## config.mk

```make
export PLATFORM = sky130hd
export DESIGN_NAME = alu_issue_stage
export DESIGN_NICKNAME = d
export VERILOG_FILES = /design/src/rtl/exec_pkg.sv /design/src/rtl/czn_flag_reg.sv /design/src/rtl/alu_issue_stage.sv
export SDC_FILE = /design/constraint.sdc
export NUM_CORES = 1
export LEC_CHECK = 0
export CORE_MARGIN = 3
export CORE_UTILIZATION = 36
export DETAILED_ROUTE_END_ITERATION = 12
export GPL_ROUTABILITY_DRIVEN = 0
export PLACE_DENSITY = 0.75
export SETUP_SLACK_MARGIN = 0.3
export SLEW_MARGIN = 20
export SYNTH_ARGS = -nofsm -noshare
export SYNTH_HDL_FRONTEND = slang
export SYNTH_SLANG_ARGS = --single-unit
```

## constraint.sdc

```tcl
create_clock -name clk -period 1.13 [get_ports clk]
set_input_delay 0.1695 -clock clk [delete_from_list [all_inputs] [get_ports clk]]
set_output_delay 0.1695 -clock clk [all_outputs]
set_load 0.005 [all_outputs]
```

## src/rtl/exec_pkg.sv

```systemverilog
// Shared types for the ALU issue/writeback slice.
// Opcode enum, CZN flag struct and stage bundles.
package exec_pkg;

  localparam int DATA_W    = 8;
  localparam int REG_IDX_W = 3;

  typedef enum logic [1:0] {
    ADD_FN = 2'b00,
    AND_FN = 2'b01,
    OR_FN  = 2'b10,
    NOP    = 2'b11
  } opcode_e;

  typedef struct packed {
    logic n;
    logic z;
    logic c;
  } czn_t;

  typedef struct packed {
    opcode_e             op;
    logic [DATA_W-1:0]   in1;
    logic [DATA_W-1:0]   in2;
    logic [REG_IDX_W-1:0] dest;
    logic                flag_we;
  } id_ex_t;

  typedef struct packed {
    logic [DATA_W-1:0]    data;
    logic [REG_IDX_W-1:0] dest;
    logic                 we;
  } ex_wb_t;

endpackage

```

## src/rtl/czn_flag_reg.sv

```systemverilog
// Committed CZN flag register, updated on S1->S2.
// Ports: upd/is_add/res_msb/zc in, flags {N,Z,C} out.
module czn_flag_reg
  import exec_pkg::*;
(
  input  logic       clk,
  input  logic       rst_n,
  input  logic       upd,
  input  logic       is_add,
  input  logic       res_msb,
  input  logic [1:0] zc,
  output logic [2:0] flags
);

  czn_t flags_q, flags_d;

  // Logic ops leave carry alone.
  always_comb begin
    flags_d = flags_q;
    if (upd) begin
      flags_d.z = zc[1];
      flags_d.n = res_msb;
      if (is_add) flags_d.c = zc[0];
    end
  end

  always_ff @(posedge clk or negedge rst_n) begin
    if (!rst_n) flags_q <= '0;
    else        flags_q <= flags_d;
  end

  assign flags = flags_q;

endmodule

```

## src/rtl/alu_issue_stage.sv

```systemverilog
// Two-stage ALU issue (S1) / result (S2) pipeline.
// Ports: in_* upstream, alu_* ext ALU, wb_* writeback, flags; macro CARRY_CHAIN_EN.
module alu_issue_stage
  import exec_pkg::*;
(
  input  logic       clk,
  input  logic       rst_n,
  input  logic       in_valid,
  output logic       in_ready,
  input  logic [1:0] in_opcode,
  input  logic [7:0] in_src1,
  input  logic [7:0] in_src2,
  input  logic [7:0] in_imm,
  input  logic       in_use_imm,
  input  logic       in_use_carry,
  input  logic [2:0] in_dest,
  input  logic       in_flag_we,
  output logic [7:0] alu_in1,
  output logic [7:0] alu_in2,
  output logic [1:0] alu_op,
  output logic       alu_c_in,
  input  logic [7:0] alu_out,
  input  logic [2:0] alu_czn,
  output logic       wb_valid,
  input  logic       wb_ready,
  output logic [7:0] wb_data,
  output logic [2:0] wb_dest,
  output logic       wb_we,
  output logic [2:0] flags
);

  id_ex_t s1_q, s1_d;
  ex_wb_t s2_q, s2_d;
  logic   s1_valid_q, s1_valid_d;
  logic   s2_valid_q, s2_valid_d;
  logic   s1_adv;
  logic   accept;
  logic   flag_upd;
  logic   unused_n;

  assign s1_adv   = s1_valid_q &&
                    (!s2_valid_q || wb_ready);
  assign in_ready = !s1_valid_q || s1_adv;
  assign accept   = in_valid && in_ready;

  always_comb begin
    s1_d       = s1_q;
    s1_valid_d = s1_valid_q;
    unique case (1'b1)
      accept: begin
        s1_valid_d   = 1'b1;
        s1_d.op      = opcode_e'(in_opcode);
        s1_d.in1     = in_src1;
        s1_d.in2     = in_use_imm ? in_imm
                                  : in_src2;
        s1_d.dest    = in_dest;
        s1_d.flag_we = in_flag_we;
      end
      (s1_adv && !accept): s1_valid_d = 1'b0;
      default: ;
    endcase
  end

  // Refill wins over drain, so back-to-back
  // ops keep S2 occupied.
  always_comb begin
    s2_d       = s2_q;
    s2_valid_d = s2_valid_q;
    unique case (1'b1)
      s1_adv: begin
        s2_valid_d = 1'b1;
        s2_d.data  = alu_out;
        s2_d.dest  = s1_q.dest;
        s2_d.we    = (s1_q.op != NOP);
      end
      (!s1_adv && wb_ready): s2_valid_d = 1'b0;
      default: ;
    endcase
  end

  always_ff @(posedge clk or negedge rst_n) begin
    if (!rst_n) begin
      s1_q       <= '0;
      s1_valid_q <= 1'b0;
      s2_q       <= '0;
      s2_valid_q <= 1'b0;
    end else begin
      s1_q       <= s1_d;
      s1_valid_q <= s1_valid_d;
      s2_q       <= s2_d;
      s2_valid_q <= s2_valid_d;
    end
  end

`ifdef CARRY_CHAIN_EN
  logic use_carry_q, use_carry_d;

  always_comb begin
    use_carry_d = use_carry_q;
    if (accept) use_carry_d = in_use_carry;
  end

  always_ff @(posedge clk or negedge rst_n) begin
    if (!rst_n) use_carry_q <= 1'b0;
    else        use_carry_q <= use_carry_d;
  end

  assign alu_c_in = (s1_q.op == ADD_FN) &&
                    use_carry_q && flags[0];
`else
  logic unused_carry;
  assign unused_carry = in_use_carry;
  assign alu_c_in     = 1'b0;
`endif

  assign flag_upd = s1_adv && s1_q.flag_we &&
                    (s1_q.op != NOP);
  assign unused_n = alu_czn[2];

  czn_flag_reg u_flags (
    .clk     (clk),
    .rst_n   (rst_n),
    .upd     (flag_upd),
    .is_add  (s1_q.op == ADD_FN),
    .res_msb (alu_out[7]),
    .zc      (alu_czn[1:0]),
    .flags   (flags)
  );

  assign alu_in1  = s1_q.in1;
  assign alu_in2  = s1_q.in2;
  assign alu_op   = s1_q.op;
  assign wb_valid = s2_valid_q;
  assign wb_data  = s2_q.data;
  assign wb_dest  = s2_q.dest;
  assign wb_we    = s2_q.we;

endmodule
```

==> metrics.md <==
| Metric | Value |
|---|---|
| Post-synth top cells | `39 x dfrtp_1, 29 x mux2_2, 20 x buf_4` |
| Core area | `approximately 4500 um^2` |
| Yosys top cell by area | `dfrtp_1` |
| Port Buffers | `79` |
| Failing checks | `setup timing` |
| Max VDD drop | `~0.55 mV` |
| DPL Wire Length | `slightly below 3000 um` |
| Top-area cell type share of the netlist area | `between 50 and 60%` |
| DRC violations left | `0` |
| Vias in the first global route | `1359` |
| Vias | `around 1300` |
| R2R cell count | `4` |
| Final non-filler cell total | `around 280` |
| Run status | `complete, but fails checks` |
| Setup slack at placement | `-423 ps` |
| Highest clock rate | `a little under 0.8 GHz` |
| Total CTS buffers | `5` |
| DRT iter0 DRCs | `59` |
| Startpoint types | `flip-flop` |
| Pre-antenna DRT Iters | `4` |
| Htree depth | `2` |
| Async SR Flop Fraction | `100%` |
| RR Endpoint | `s1_q[2]$_DFFE_PN0P_` |
| Post-Route WL | `4420 um` |
| Routed len/inst | `between 15 and 20 um` |
| Met3 GRT Util | `between 4 and 5%` |
| Final setup TNS | `-4320 ps` |
| Min Clock Period, post-route | `approximately 1300 ps` |
| Vias per Instance | `4.70` |
| Largest net degree at the start of global routing | `40` |
| Initial antenna violation count | `0` |
| WP data required | `1290 ps` |
| Global-route wire length before repair | `roughly 6400 um` |
| Nets | `277` |
| Final Hold Viols | `0` |
| Final core utilization | `between 60% and 70%` |
| Placed insts | `between 200 and 250` |
| Clock slew at reported path FFs | `approximately 70 ps` |
| Clock tree buffer depth | `2` |
| Die Span X | `around 75 um` |
| Grt total ovfl | `0` |
| HP Class | `in2async` |
| Max-slew violations | `0` |
| Top cells by area, synth | `dfrtp_1 56%, mux2_2 19%, buf_4 8.6%` |
| Placed Area | `around 2500 um^2` |
| FP Rows | `24` |
| Seq cells post-synth | `39` |
| Reg2reg setup slack | `-150 ps` |
| Power per Cell Area | `roughly 1400 nW/um^2` |
| Clock root cell | `clkbuf_8` |
| Seq/Total Area, Yosys | `a little under three fifths` |
| Met2 Usage GRT | `~28%` |
| Initial Util | `approximately 39%` |
| Synth Instances | `around 130` |
| Final hold slack | `around 390 ps` |
| Syn_nets | `about 180` |
| Worst skew pair latency | `about 280 ps` |
| Filler cells | `between 300 and 400` |
| Layout cells sized above 1 | `roughly 53%` |
| Die Footprint | `about 5700 um^2` |
| Sequential cell area | `roughly 980 um^2` |
| Final Skew | `1.50 ps` |
| Number of top-level pins | `83` |
| Final worst-path cycle share | `114%` |
| ANT cells | `0` |
| Crit path max fanout | `14` |
| Syn_area_per_cell | `13.6 um^2` |
| RSZ-0062 raised after global routing | `yes` |
| EDFF count, synth | `0` |
| R2r startpoint | `wb_valid$_DFFE_PN0P_` |
| Area of the multi-input gates | `about 670 um^2` |
| Yosys warns | `0` |
| Most Crowded Layer GR | `met2` |
| Post-synthesis cell type count | `18` |
| Total GRT Usage | `around 15%` |
| Top FF cell, synth | `dfrtp_1` |
| Sink Count | `39` |
| Max Cap Viol | `0` |
| Worst setup margin | `-153 ps` |
| Die Ht | `~75 um` |
| Synth-to-layout area growth | `63.1%` |
| Total power | `between 3 and 4 mW` |
| Worst EP arrival | `1450 ps` |
| Crit Path Category | `reg2reg` |
| Critical Path End Type | `flip-flop` |
| Leakage | `1.33 nW` |
| Post-Layout Inst Area | `2830 um^2` |
| Post-DRT Antenna Nets | `0` |
| Top-count cell post-synth | `dfrtp_1` |
| Setup-failing EPs final | `40` |
| Mapped Area | `roughly 1700 um^2` |
| CTS tree | `yes` |
| Met1 usage | `about 16%` |
[report_power, final]
group          total [mW]  leakage, nW  internal [mW]  switching, mW
Clock               0.885       0.0422          0.433          0.452
Sequential           1.78        0.447           1.65          0.131
Combinational        1.31        0.839          0.865          0.446
[layout by cell type, fill, tap and decap left out]
master / instances
dfrtp_2: 1
nand3b_4: 1
clkinv_2: 1
nand2_1: 1
mux2i_1: 8
clkbuf_16: 2
dfrtp_1: 38
a21oi_2: 5
nand2b_1: 1
a31oi_1: 8
buf_12: 4
nand4_1: 2
nand2b_4: 2
nor2_2: 1
buf_6: 8
clkbuf_1: 2
buf_4: 28
a21oi_1: 3
conb_1: 1
mux2_2: 18
mux2_4: 11
nand2_4: 1
buf_2: 34
dlygate4sd3_1: 1
nand2_8: 1
clkdlybuf4s50_1: 43
clkbuf_8: 5
[per-layer routing]
metal	vias to the layer above	share of wire (%)	wire [um]
met5	-	0	0
met4	0	0.81	36
met3	2	8.3	365
met2	60	52	2300
met1	636	39	1720
li1	632	-	-
[layout make-up]
class | instances | area share (%)
Timing Repair Buffer | 120 | 36.7
Sequential cell | 39 | 34.5
Tap cell | 52 | 2.30
Clock inverter | 1 | 0.177
Clock buffer | 7 | 2.69
Multi-Input combinational cell | 64 | 23.6
[logic make-up after synthesis]
family                 share of synthesized area [%]
buffers and inverters                           10.6
AOI/OAI and AO/OA                               5.19
DFF                                             56.2
and+or+nand+nor                                 4.39
muxes                                           23.4
other                                          0.216
[critical path, stage by stage (launching register included)]
cell      delay (ps)
dfrtp_2          390
buf_6            110
nand3b_4         120
nand2_8          180
mux2_2           370
[registers in the layout (all words and copies together), names as in the netlist]
name	flops
wb_we	1
s1_valid_q	1
wb_data	8
wb_dest	3
wb_valid	1
alu_in2	8
u_flags.flags	3
alu_in1	8
alu_op	2
s1_q	4
[what timing repair did]
action / 4_1_cts / 5_1_grt
cloned: 0 / 2
hold buffers: 1 / 0
endpoints found under the setup margin: 74 / 74
pin swaps: 2 / 2
hold endpoints to repair: 39 / 0
gates resized for setup: 153 / 10
setup buffers: 22 / 10
[worst max-delay path by stage]
stage	start	endpoint	slack, ps	depth (start not counted)
after floorplan	s1_valid_q$_DFFE_PN0P_	alu_in1[0]$_DFFE_PN0P_	-90	4
after global placement	wb_ready	in_ready	-400	3
final	wb_valid$_DFFE_PN0P_	s1_q[2]$_DFFE_PN0P_	-150	4
after CTS	wb_valid$_DFFE_PN0P_	wb_dest[1]$_DFFE_PN0P_	-140	5
after detailed placement	wb_ready	s1_q[2]$_DFFE_PN0P_	-420	4
after global routing	wb_valid$_DFFE_PN0P_	s1_q[2]$_DFFE_PN0P_	-200	4
Power figures use the tool's default switching activity.
